<file path="config.mk">
export PLATFORM = sky130hd
export DESIGN_NAME = sprite_painter_flat
export DESIGN_NICKNAME = d
export VERILOG_FILES = /design/src/rtl/shooter_pkg.sv /design/src/rtl/sprite_painter_if.sv /design/src/rtl/sprite_painter_rect_scanner.sv /design/src/rtl/sprite_painter.sv /design/src/flat_wrapper.sv
export SDC_FILE = /design/constraint.sdc
export NUM_CORES = 1
export LEC_CHECK = 0
export CORE_MARGIN = 3
export CORE_UTILIZATION = 49
export CTS_CLUSTER_SIZE = 16
export DETAILED_ROUTE_END_ITERATION = 16
export PLACE_DENSITY = 0.72
export SLEW_MARGIN = 20
export SYNTH_ARGS = -nofsm -noshare
export SYNTH_HDL_FRONTEND = slang
export SYNTH_HIERARCHICAL = 1
export SYNTH_SLANG_ARGS = --single-unit
</file>
<file path="constraint.sdc">
create_clock -name clk -period 14.9 [get_ports clk]
set_input_delay 2.98 -clock clk [delete_from_list [all_inputs] [get_ports clk]]
set_output_delay 2.98 -clock clk [all_outputs]
set_load 0.01 [all_outputs]
</file>
<file path="src/rtl/shooter_pkg.sv">
// Shared constants, types and FSM states for the space-shooter display path.
package shooter_pkg;

    localparam int unsigned SCREEN_W = 160;
    localparam int unsigned SCREEN_H = 120;

    localparam int unsigned PX_W    = 8;
    localparam int unsigned PY_W    = 7;
    localparam int unsigned COL_W   = 3;
    localparam int unsigned DIM_W   = 4;
    localparam int unsigned IDX_W   = 3;
    localparam int unsigned NUM_OBJ = 5;

    typedef logic [COL_W-1:0] colour_t;

    localparam colour_t COL_BLACK  = 3'b000;
    localparam colour_t COL_SHIP   = 3'b010;
    localparam colour_t COL_ROCKET = 3'b110;
    localparam colour_t COL_ALIEN  = 3'b100;

    localparam int unsigned DEF_SHIP_W   = 8;
    localparam int unsigned DEF_SHIP_H   = 4;
    localparam int unsigned DEF_ROCKET_W = 1;
    localparam int unsigned DEF_ROCKET_H = 4;
    localparam int unsigned DEF_ALIEN_W  = 6;
    localparam int unsigned DEF_ALIEN_H  = 4;

    localparam logic [IDX_W-1:0] OBJ_SHIP   = 3'd0;
    localparam logic [IDX_W-1:0] OBJ_ROCKET = 3'd1;
    localparam logic [IDX_W-1:0] OBJ_LAST   = 3'd4;

    typedef enum logic [2:0] {
        ST_IDLE,
        ST_LATCH,
        ST_ERASE,
        ST_DRAW,
        ST_NEXT,
        ST_DONE
    } state_t;

    typedef struct packed {
        logic [PX_W-1:0] x;
        logic [PY_W-1:0] y;
        colour_t         colour;
    } pixel_t;

endpackage

</file>
<file path="src/rtl/sprite_painter_if.sv">
// Single-pixel framebuffer write bus towards vga_adapter.
interface sprite_painter_if;
    import shooter_pkg::*;

    pixel_t pix;
    logic   plot;

    modport master (output pix, output plot);
    modport slave  (input pix, input plot);
endinterface

</file>
<file path="src/rtl/sprite_painter_rect_scanner.sv">
// Row-major rectangle stepper: one (dx, dy) per cycle while start is held high.
module rect_scanner
    import shooter_pkg::*;
(
    input  logic             clk,
    input  logic             resetn,
    input  logic             start,
    input  logic [DIM_W-1:0] w,
    input  logic [DIM_W-1:0] h,
    output logic [DIM_W-1:0] dx,
    output logic [DIM_W-1:0] dy,
    output logic             active,
    output logic             last
);

    logic row_end;

    // Position flags derived from the current counters.
    assign row_end = (dx == w - DIM_W'(1));
    assign active  = start;
    assign last    = start && row_end && (dy == h - DIM_W'(1));

    // Counters restart at the origin whenever a scan ends or is not running.
    always_ff @(posedge clk or posedge resetn) begin
        if (resetn) begin
            dx <= '0;
            dy <= '0;
        end else if (!start || last) begin
            dx <= '0;
            dy <= '0;
        end else if (row_end) begin
            dx <= '0;
            dy <= dy + DIM_W'(1);
        end else begin
            dx <= dx + DIM_W'(1);
        end
    end

endmodule

</file>
<file path="src/rtl/sprite_painter.sv">
// Per-frame erase/redraw of ship, rocket and three aliens into the framebuffer.
module sprite_painter
    import shooter_pkg::*;
#(
    parameter int unsigned SHIP_W   = DEF_SHIP_W,
    parameter int unsigned SHIP_H   = DEF_SHIP_H,
    parameter int unsigned ROCKET_W = DEF_ROCKET_W,
    parameter int unsigned ROCKET_H = DEF_ROCKET_H,
    parameter int unsigned ALIEN_W  = DEF_ALIEN_W,
    parameter int unsigned ALIEN_H  = DEF_ALIEN_H
) (
    input  logic          clk,
    input  logic          resetn,
    input  logic          tick,
    input  logic [9:0]    ship_x,
    input  logic [8:0]    ship_y,
    input  logic [9:0]    rocket_x,
    input  logic [8:0]    rocket_y,
    input  logic          rocket_vis,
    input  logic [29:0]   alien_x,
    input  logic [26:0]   alien_y,
    input  logic [2:0]    alien_vis,
    sprite_painter_if.master vga,
    output logic          busy,
    output logic          done,
    output logic          overrun
);

    state_t state, state_n;

    logic [NUM_OBJ-1:0][PX_W-1:0] new_px, old_px;
    logic [NUM_OBJ-1:0][PY_W-1:0] new_py, old_py;
    logic [NUM_OBJ-1:0]           new_vis, old_vis;
    logic [IDX_W-1:0]             idx, idx_nxt;

    logic             scan_run, scan_active, scan_last;
    logic [DIM_W-1:0] obj_w, obj_h, dx, dy;
    logic [PX_W-1:0]  base_px;
    logic [PY_W-1:0]  base_py;
    logic [PX_W:0]    sum_x;
    logic [PY_W:0]    sum_y;
    logic             in_bounds;
    colour_t          obj_col;

    pixel_t pix_c;
    logic   plot_c, busy_c, done_c, overrun_c;

    assign scan_run = (state == ST_ERASE) || (state == ST_DRAW);
    assign idx_nxt  = idx + IDX_W'(1);

    rect_scanner u_scan (
        .clk    (clk),
        .resetn (resetn),
        .start  (scan_run),
        .w      (obj_w),
        .h      (obj_h),
        .dx     (dx),
        .dy     (dy),
        .active (scan_active),
        .last   (scan_last)
    );

    // FSM state register.
    always_ff @(posedge clk or posedge resetn) begin
        if (resetn) state <= ST_IDLE;
        else        state <= state_n;
    end

    // Next state, per-object geometry and the pixel about to be written.
    always_comb begin
        state_n   = state;
        pix_c     = '0;
        plot_c    = 1'b0;
        busy_c    = (state != ST_IDLE);
        done_c    = (state == ST_DONE);
        overrun_c = tick && (state != ST_IDLE);

        case (idx)
            OBJ_SHIP: begin
                obj_w = DIM_W'(SHIP_W);   obj_h = DIM_W'(SHIP_H);   obj_col = COL_SHIP;
            end
            OBJ_ROCKET: begin
                obj_w = DIM_W'(ROCKET_W); obj_h = DIM_W'(ROCKET_H); obj_col = COL_ROCKET;
            end
            default: begin
                obj_w = DIM_W'(ALIEN_W);  obj_h = DIM_W'(ALIEN_H);  obj_col = COL_ALIEN;
            end
        endcase

        base_px   = (state == ST_ERASE) ? old_px[idx] : new_px[idx];
        base_py   = (state == ST_ERASE) ? old_py[idx] : new_py[idx];
        sum_x     = (PX_W+1)'(base_px) + (PX_W+1)'(dx);
        sum_y     = (PY_W+1)'(base_py) + (PY_W+1)'(dy);
        in_bounds = (sum_x < (PX_W+1)'(SCREEN_W)) && (sum_y < (PY_W+1)'(SCREEN_H));

        if (scan_active) begin
            pix_c.x = sum_x[PX_W-1:0];
            pix_c.y = sum_y[PY_W-1:0];
            plot_c  = in_bounds;
        end

        case (state)
            ST_IDLE:  if (tick) state_n = ST_LATCH;
            ST_LATCH: state_n = old_vis[0] ? ST_ERASE : ST_DRAW;
            ST_ERASE: begin
                pix_c.colour = COL_BLACK;
                if (scan_last) state_n = new_vis[idx] ? ST_DRAW : ST_NEXT;
            end
            ST_DRAW: begin
                pix_c.colour = obj_col;
                if (scan_last) state_n = ST_NEXT;
            end
            ST_NEXT: begin
                if (idx == OBJ_LAST)        state_n = ST_DONE;
                else if (old_vis[idx_nxt])  state_n = ST_ERASE;
                else if (new_vis[idx_nxt])  state_n = ST_DRAW;
                else                        state_n = ST_NEXT;
            end
            ST_DONE:  state_n = ST_IDLE;
            default:  state_n = ST_IDLE;
        endcase
    end

    // Object snapshot at LATCH and old/new hand-over at NEXT.
    always_ff @(posedge clk or posedge resetn) begin
        if (resetn) begin
            new_px  <= '0;
            new_py  <= '0;
            old_px  <= '0;
            old_py  <= '0;
            new_vis <= '0;
            old_vis <= '0;
            idx     <= '0;
        end else if (state == ST_LATCH) begin
            new_px[0] <= ship_x[9:2];
            new_py[0] <= ship_y[8:2];
            new_px[1] <= rocket_x[9:2];
            new_py[1] <= rocket_y[8:2];
            for (int i = 0; i < 3; i++) begin
                new_px[2+i] <= alien_x[10*i+2 +: PX_W];
                new_py[2+i] <= alien_y[9*i+2 +: PY_W];
            end
            new_vis <= {alien_vis, rocket_vis, 1'b1};
            idx     <= '0;
        end else if (state == ST_NEXT) begin
            old_px[idx]  <= new_px[idx];
            old_py[idx]  <= new_py[idx];
            old_vis[idx] <= new_vis[idx];
            idx          <= idx_nxt;
        end
    end

    // Registered outputs.
    always_ff @(posedge clk or posedge resetn) begin
        if (resetn) begin
            vga.pix  <= '0;
            vga.plot <= 1'b0;
            busy     <= 1'b0;
            done     <= 1'b0;
            overrun  <= 1'b0;
        end else begin
            vga.pix  <= pix_c;
            vga.plot <= plot_c;
            busy     <= busy_c;
            done     <= done_c;
            overrun  <= overrun_c;
        end
    end

endmodule

</file>
<file path="src/flat_wrapper.sv">
// flat-port wrapper written by rule: the top's interface ports become plain ports
module sprite_painter_flat import shooter_pkg::*;
#(
    parameter int unsigned SHIP_W   = DEF_SHIP_W,
    parameter int unsigned SHIP_H   = DEF_SHIP_H,
    parameter int unsigned ROCKET_W = DEF_ROCKET_W,
    parameter int unsigned ROCKET_H = DEF_ROCKET_H,
    parameter int unsigned ALIEN_W  = DEF_ALIEN_W,
    parameter int unsigned ALIEN_H  = DEF_ALIEN_H
)
  (clk, resetn, tick, ship_x, ship_y, rocket_x, rocket_y, rocket_vis, alien_x, alien_y, alien_vis, busy, done, overrun, vga_pix, vga_plot);
  sprite_painter_if vga_i ();
  input  logic clk;
  input  logic resetn;
  input  logic tick;
  input  logic [9:0] ship_x;
  input  logic [8:0] ship_y;
  input  logic [9:0] rocket_x;
  input  logic [8:0] rocket_y;
  input  logic rocket_vis;
  input  logic [29:0] alien_x;
  input  logic [26:0] alien_y;
  input  logic [2:0] alien_vis;
  output logic busy;
  output logic done;
  output logic overrun;
  output wire logic [$bits(vga_i.pix)-1:0] vga_pix;
  output wire logic [$bits(vga_i.plot)-1:0] vga_plot;
  assign vga_pix = vga_i.pix;
  assign vga_plot = vga_i.plot;
  sprite_painter #(.SHIP_W(SHIP_W), .SHIP_H(SHIP_H), .ROCKET_W(ROCKET_W), .ROCKET_H(ROCKET_H), .ALIEN_W(ALIEN_W), .ALIEN_H(ALIEN_H)) u_core (.clk(clk), .resetn(resetn), .tick(tick), .ship_x(ship_x), .ship_y(ship_y), .rocket_x(rocket_x), .rocket_y(rocket_y), .rocket_vis(rocket_vis), .alien_x(alien_x), .alien_y(alien_y), .alien_vis(alien_vis), .vga(vga_i), .busy(busy), .done(done), .overrun(overrun));
endmodule
</file>
== Word level (Yosys, flattened, before mapping) ==
Index checks and enable logic that the tools add are counted.

* Bits in registers: 196
* Output and inout port bits: 22
* Logic and storage cells: 117

* Add/subtract/negate cells: 6
* Order comparisons: 5
* Eq/ne operators: 12
* Muxes and demuxes: 45
* Bitwise operators: 1
* Reduce and logical (&&, ||, !) cells: 15

{| class="wikitable"
|+ Operators by type and width
! operator !! count
|-
| 8-bit binary-select mux with 3-bit select || 2
|-
| 7-bit binary-select mux with 3-bit select || 2
|-
| 40-bit bitwise mux || 1
|-
| 35-bit bitwise mux || 1
|-
| 8-bit 2-to-1 mux || 4
|-
| 3-bit 2-to-1 mux || 10
|-
| 7-bit 2-to-1 mux || 4
|-
| 8-bit demux with 3-bit select || 1
|-
| 7-bit demux with 3-bit select || 1
|-
| 4-bit 2-to-1 mux || 4
|-
| 15-bit 2-to-1 mux || 1
|-
| 3-bit one-hot mux with 5 select lines || 1
|-
| 8-bit by 4-bit adder with 9-bit output || 1
|-
| 1-bit binary-select mux with 3-bit select || 3
|-
| 3-bit equality test, second input constant || 3
|-
| 9-bit by 8-bit < comparator with 1-bit output, second input constant || 1
|-
| 4-bit by 1-bit adder with 4-bit output, second input constant || 2
|-
| 7-bit by 4-bit adder with 8-bit output || 1
|-
| 3-bit by 4-bit < comparator with 1-bit output, second input constant || 2
|-
| 8-bit by 7-bit < comparator with 1-bit output, second input constant || 1
|-
| 4-bit one-hot mux with 2 select lines || 1
|-
| 3-bit by 1-bit equality test with 1-bit output, second input constant || 2
|-
| 3-bit by 2-bit equality test with 1-bit output, second input constant || 2
|-
| 3-bit logical NOT || 2
|-
| 18 further kinds || 31
|}

== Longest topological paths before layout ==
* Depth in word-level cells: 8
* Gate-level depth with buffers: 20
* Depth with buffers taken out: 16

== By module ==
Netlist, hierarchy kept.

{| class="wikitable"
|+ By module, submodules not included
! module !! instances !! cells each !! area an instance (um2)
|-
| sprite_painter || 1 || 821 || 8876.0
|-
| rect_scanner || 1 || 60 || 610.6
|}

== Worst setup path after synthesis ==
Ideal clock, no wire load.

* Kind: reg2reg
* From: register u_core.idx[2]
* To: register u_core.vga.plot
* Setup time: 0.129 ns
* Arrival: 3.449 ns
* Path slack: 11.322 ns
* Cell stages (with the launch flop): 17
* Cells stage by stage: dfrtp_1 -> buf_4 -> buf_4 -> buf_2 -> buf_2 -> mux2i_1 -> o22ai_1 -> a21oi_1 -> a21oi_1 -> ha_1 -> fa_1 -> a21o_1 -> a21oi_1 -> a211oi_1 -> or2_0 -> a211oi_1 -> nor3_2

* Word-level cells in the longest chain between the ends: 7
* Elaborated cells on any way between the ends: 16
* Classes of those cells: 2 x add/sub; 2 x order compare; 11 x mux; 1 x reduce/logical

{| class="wikitable"
|+ Ends and longest elaborated chain
! what !! RTL line !! text
|-
| start, declared || sprite_painter.sv:34 || <nowiki>logic [IDX_W-1:0] idx, idx_nxt;</nowiki>
|-
| start signal, assigned || sprite_painter.sv:149 || <nowiki>idx <= idx_nxt;</nowiki>
|-
| 8-bit binary-select mux with 3-bit select or 7-bit binary-select mux with 3-bit select (tied branches) || sprite_painter.sv:90, sprite_painter.sv:91 ||
|-
| 8-bit 2-to-1 mux (not written as such) or 7-bit 2-to-1 mux (tied branches) || sprite_painter.sv:90, sprite_painter.sv:91 ||
|-
| 8-bit 2-to-1 mux or 7-bit 2-to-1 mux (tied branches) || sprite_painter.sv:90, sprite_painter.sv:91 ||
|-
| 8-bit by 4-bit adder with 9-bit output or 7-bit by 4-bit adder with 8-bit output (tied branches) || sprite_painter.sv:92, sprite_painter.sv:93 ||
|-
| 9-bit by 8-bit < comparator with 1-bit output or 8-bit by 7-bit < comparator with 1-bit output (tied branches) || sprite_painter.sv:94 || <nowiki>in_bounds = (sum_x < (PX_W+1)'(SCREEN_W)) && (sum_y < (PY_W+1)'(SCREEN_H));</nowiki>
|-
| 1-bit logical AND (*) || sprite_painter.sv:94 ||
|-
| 1-bit 2-to-1 mux (*) || sprite_painter.sv:96 || <nowiki>if (scan_active) begin</nowiki>
|-
| via u_core.plot_c || sprite_painter.sv:46 || <nowiki>logic plot_c, busy_c, done_c, overrun_c;</nowiki>
|-
| end signal, assigned || sprite_painter.sv:163 || <nowiki>vga.plot <= plot_c;</nowiki>
|-
| end, declared || sprite_painter_if.sv:8 || <nowiki>modport master (output pix, output plot);</nowiki>
|}

Mark *: on every way through the listed nets, which the timed path passes. The rest lies on a longest branch. The select of a mux whose other input is x is not followed.
A chain may end at the register's enable or synchronous reset.

== Final worst setup path ==
* From: register u_core.idx[0]
* To: register u_core.state[1]

* Word-level cells in the longest chain between the ends: 8
* Elaborated cells on any way between the ends: 24
* Classes of those cells: 2 x add/sub; 5 x eq/ne; 13 x mux; 4 x reduce/logical

{| class="wikitable"
|+ Ends and longest elaborated chain
! what !! RTL line !! text
|-
| 3-bit by 1-bit equality test with 1-bit output or 3-bit logical NOT (tied branches) || sprite_painter.sv:78 || <nowiki>case (idx)</nowiki>
|-
| 4-bit one-hot mux with 2 select lines (*) || sprite_painter.sv:78 ||
|-
| via u_core.obj_w[3] || sprite_painter.sv:37 || <nowiki>logic [DIM_W-1:0] obj_w, obj_h, dx, dy;</nowiki>
|-
| 4-bit by 1-bit subtractor with 4-bit output (*) || sprite_painter_rect_scanner.sv:19 || <nowiki>assign row_end = (dx == w - DIM_W'(1));</nowiki>
|-
| 4-bit equality test (*) || sprite_painter_rect_scanner.sv:19 ||
|-
| 1-bit logical AND (*) (2 in series) || sprite_painter_rect_scanner.sv:21 || <nowiki>assign last = start && row_end && (dy == h - DIM_W'(1));</nowiki>
|-
| via u_core.scan_last || sprite_painter.sv:36 || <nowiki>logic scan_run, scan_active, scan_last;</nowiki>
|-
| 2-bit != test (no source line) || -- ||
|-
| 3-bit AND reduction (no source line) (*) || -- ||
|-
| end signal, assigned || sprite_painter.sv:66 || <nowiki>else state <= state_n;</nowiki>
|-
| end, declared || sprite_painter.sv:29 || <nowiki>state_t state, state_n;</nowiki>
|}

Marks and branches as above.

==> impl_metrics.tcl <==
set metrics [dict create \
    fin_util_pct 59.7 \
    max_cap_viol_count 0 \
    yosys_most_used_dff "dfrtp_1" \
    grt_setup_unrepaired "no" \
    ys_types 60 \
    core_um2 18900 \
    cts_sinks 195 \
    port_buffers 102 \
    grt_busiest_layer "met2" \
    fin_skew_ps 9.31 \
    diodes 0 \
    yosys.area_share.adder_pct 2.40 \
    grt_max_degree 102 \
    status "finished clean" \
    pin_count 124 \
    slew_viol_final 0 \
    synth-simple-area-share_pct 10.7 \
    post_cts.repair.setup_buffers 0 \
    post_cts_resized 0 \
    path_max_fanout 39 \
    power_mw 2.24 \
    end_kind "flop" \
    die_h_um 145 \
    fin_tns_setup_ps 0 \
    power_frac_clock_pct 20.0 \
    grt_pass1_wl_um 33700 \
    die_x_um 145 \
    met3_usage_pct 4.03 \
    power_density_nw_per_um2 199 \
    worst-path-buf-inv 4 \
    clock_path_buffers 2 \
    drt-total-wl_um 20300 \
    place_hpwl_um 13300 \
    period_share_pct 30.2 \
    p_int_mw 1.40 \
    vdd_ir_drop_max_v 0.000104 \
    grt_use_total_pct 19.7 \
    tightest_slew_ps 1040 \
    synthToLayoutAreaGrowth_pct 19.0 \
    synth_compound_area_share_pct 13.0 \
    overflow 0 \
    yosys_register_bits 195 \
    numCtsBuffers 17 \
    multi_input_area_um2 4310 \
    maxSlewHeadroom_pct 30.9 \
    switching_share_pct 37.7 \
    cts_tree "built" \
    cpMaxStageDelayCell "buf_4" \
    postRouteAntennaNets 0 \
    htreeDepth 4 \
    path_clk_slew_ps 60 \
    ys_seq_area_share_pct 51.4 \
    ctsHoldBuffers 0 \
    slowest_delay_ps 420 \
    cp.arrival_ps 4850 \
    syn_inst 881 \
    wl_per_cell_um 16.4 \
    setup_viol 0 \
    cts-root-buf "clkbuf_16" \
    crit_path_frequent_cell "inv_1" \
    place_ws_ps 9570 \
    antenna_found_initial 0 \
    start_util_pct 50.2 \
    layout_min_cycle_time_ps 4500 \
    cp.required_ps 15250 \
    power_switching_mw 0.844 \
    dieArea_um2 21100 \
    p_leak_nw 4.65 \
    yosys-mux-area-fraction_pct 16.4 \
    worst_setup_path_start_kind "flop" \
    synth_top_family_by_area "multiplexers" \
    worstSetupPathType "flop to flop" \
    place.gp.congestion 0.770 \
    vias 6685 \
    drt_iter0_drc 441 \
    synth-async-reset-ratio_pct 100 \
    timing.fmax_ghz 0.222 \
    insertion_delay_ps 430 \
    avgSynthCellArea_um2 10.8 \
    hold_viol_final 0 \
    worst_slack_ps 10400 \
    grt_pass1_vias 6638 \
    cpLargestDelayFamily "simple AND/OR/NAND/NOR gates" \
    nNetsFinal 1082 \
    combPwrFrac_pct 44.5 \
    drc 0 \
    synth_warnings 6 \
    fillers 1595 \
    synth_area_um2 9490 \
    dr.pass1.iters 4 \
    hold_class "flop to flop" \
    grt_use_met2_pct 32.7 \
    drive_gt1_share_pct 15.3 \
    viasPerCell 5.41 \
    p_seq_share_pct 35.5 \
    synth_edf_count 0 \
    path_cells "buf_4 > inv_1 > ha_1 > nor2b_1 > nor2_1 > inv_1 > ha_1 > xnor3_1 > nand3_1 > or2_1 > nor3_1 > inv_1 > o21ai_0 > o211ai_1 > o2bb2ai_1" \
    grtUsageMet1_pct 26.8 \
    seq_area_um2 4880 \
    synth_xor_xnor_area_share_pct 2.32 \
    fp-row-count 50 \
]
-- power by group through the flow --
stage / registers, mW / clock network, mW / logic [mW]
after floorplan: 0.790 / 0 / 0.744
after global placement: 0.799 / 0 / 0.974
after detailed placement: 0.807 / 0 / 0.993
after CTS: 0.797 / 0.458 / 0.999
after global routing: 0.819 / 0.481 / 1.10
final: 0.796 / 0.448 / 0.997
-- per-layer routing --
layer | routed length (um) | up-vias
li1 | - | 3242
met4 | 196 | 0
met1 | 9310 | 3244
met2 | 9770 | 188
met3 | 1020 | 11
met5 | 0 | -
-- layout make-up --
class | count | share of cell area, %
flip-flops and latches | 195 | 43.3
multi-input cells | 617 | 38.2
repair buffers | 116 | 10.0
clock buffers | 19 | 3.93
well taps | 260 | 2.88
clock inverters | 12 | 1.15
inverters | 16 | 0.577
-- Yosys cell counts, types with 10 or more instances --
cell | n | share of area (%)
buf_2 | 20 | 1.1
inv_1 | 16 | 0.63
o21ai_0 | 85 | 4.5
dfrtp_1 | 195 | 51
nand2_1 | 96 | 3.8
a211oi_1 | 17 | 1.3
mux2i_1 | 56 | 5.9
clkbuf_1 | 30 | 1.2
a21oi_1 | 57 | 3.0
o22ai_1 | 13 | 0.86
nor3_1 | 10 | 0.53
ha_1 | 15 | 2.0
xnor2_1 | 11 | 1.0
nor2_1 | 65 | 2.6
mux2_2 | 84 | 10
-- tightest hold or removal path, cell delays in order (launching register included) --
cell and delay [ps]:
dfrtp_1 340, nand2_1 40, o21ai_0 60
-- worst paths after layout --
kind | end | depth (start not counted) | start | slack (ps)
max | u_core/state[1]$_DFFE_PP0P_ | 15 | u_core/idx[0]$_DFFE_PP0P_ | 10400
min reg2reg | u_core/old_px[12]$_DFFE_PP0P_ | 2 | u_core/old_px[12]$_DFFE_PP0P_ | 480
max reg2reg | u_core/state[1]$_DFFE_PP0P_ | 15 | u_core/idx[0]$_DFFE_PP0P_ | 10400
min | u_core/old_px[12]$_DFFE_PP0P_ | 2 | u_core/old_px[12]$_DFFE_PP0P_ | 480
max in group asynchronous | u_core/new_py[27]$_DFFE_PP0P_ | 3 | resetn | 10450
min in group asynchronous | u_core/u_scan/dy[2]$_DFFE_PP0P_ | 2 | resetn | 2930
-- stage by stage --
stage          cell area (um^2)  std cells  hold WS, ps
2_1_floorplan              9510        888          442
3_3_place_gp              10700       1204          454
3_5_place_dp              10700       1204          463
4_1_cts                   11300       1235          478
5_1_grt                   11300       1235          494
6_report                  11300       1235          477
-- cell families (layout without fill, tap and decap cells) --
logic type | after synthesis | after routing
xor+xnor | 22 | 22
other cells | 2 | 9
compound gates | 204 | 204
buf+inv | 76 | 163
flops | 195 | 195
simple gates | 223 | 223
mux | 142 | 142
fa+ha+maj | 17 | 17
-- sequential cells by signal, indices dropped and copies added (netlist names), 3 cells and up --
register and count:
u_core/idx 3, u_core/new_px 40, u_core/new_py 35, u_core/new_vis 5, u_core/old_px 40, u_core/old_py 35
u_core/old_vis 5, u_core/state 3, u_core/u_scan/dx 4, u_core/u_scan/dy 4, u_core/vga.pix 17
-- placed cells by master (no fill, tap or decap), types with 13 or more instances in the layout --
cell type        netlist  layout
a211oi_1              17      17
a21oi_1               57      57
buf_4                  6      13
clkbuf_16              0      17
clkdlybuf4s50_1        0     102
dfrtp_1              195     193
ha_1                  15      15
inv_1                 16      15
mux2_2                84      84
mux2i_1               56      56
nand2_1               96      96
nor2_1                65      65
o21ai_0               85      85
o22ai_1               13      13
Power figures use the tool's default switching activity.
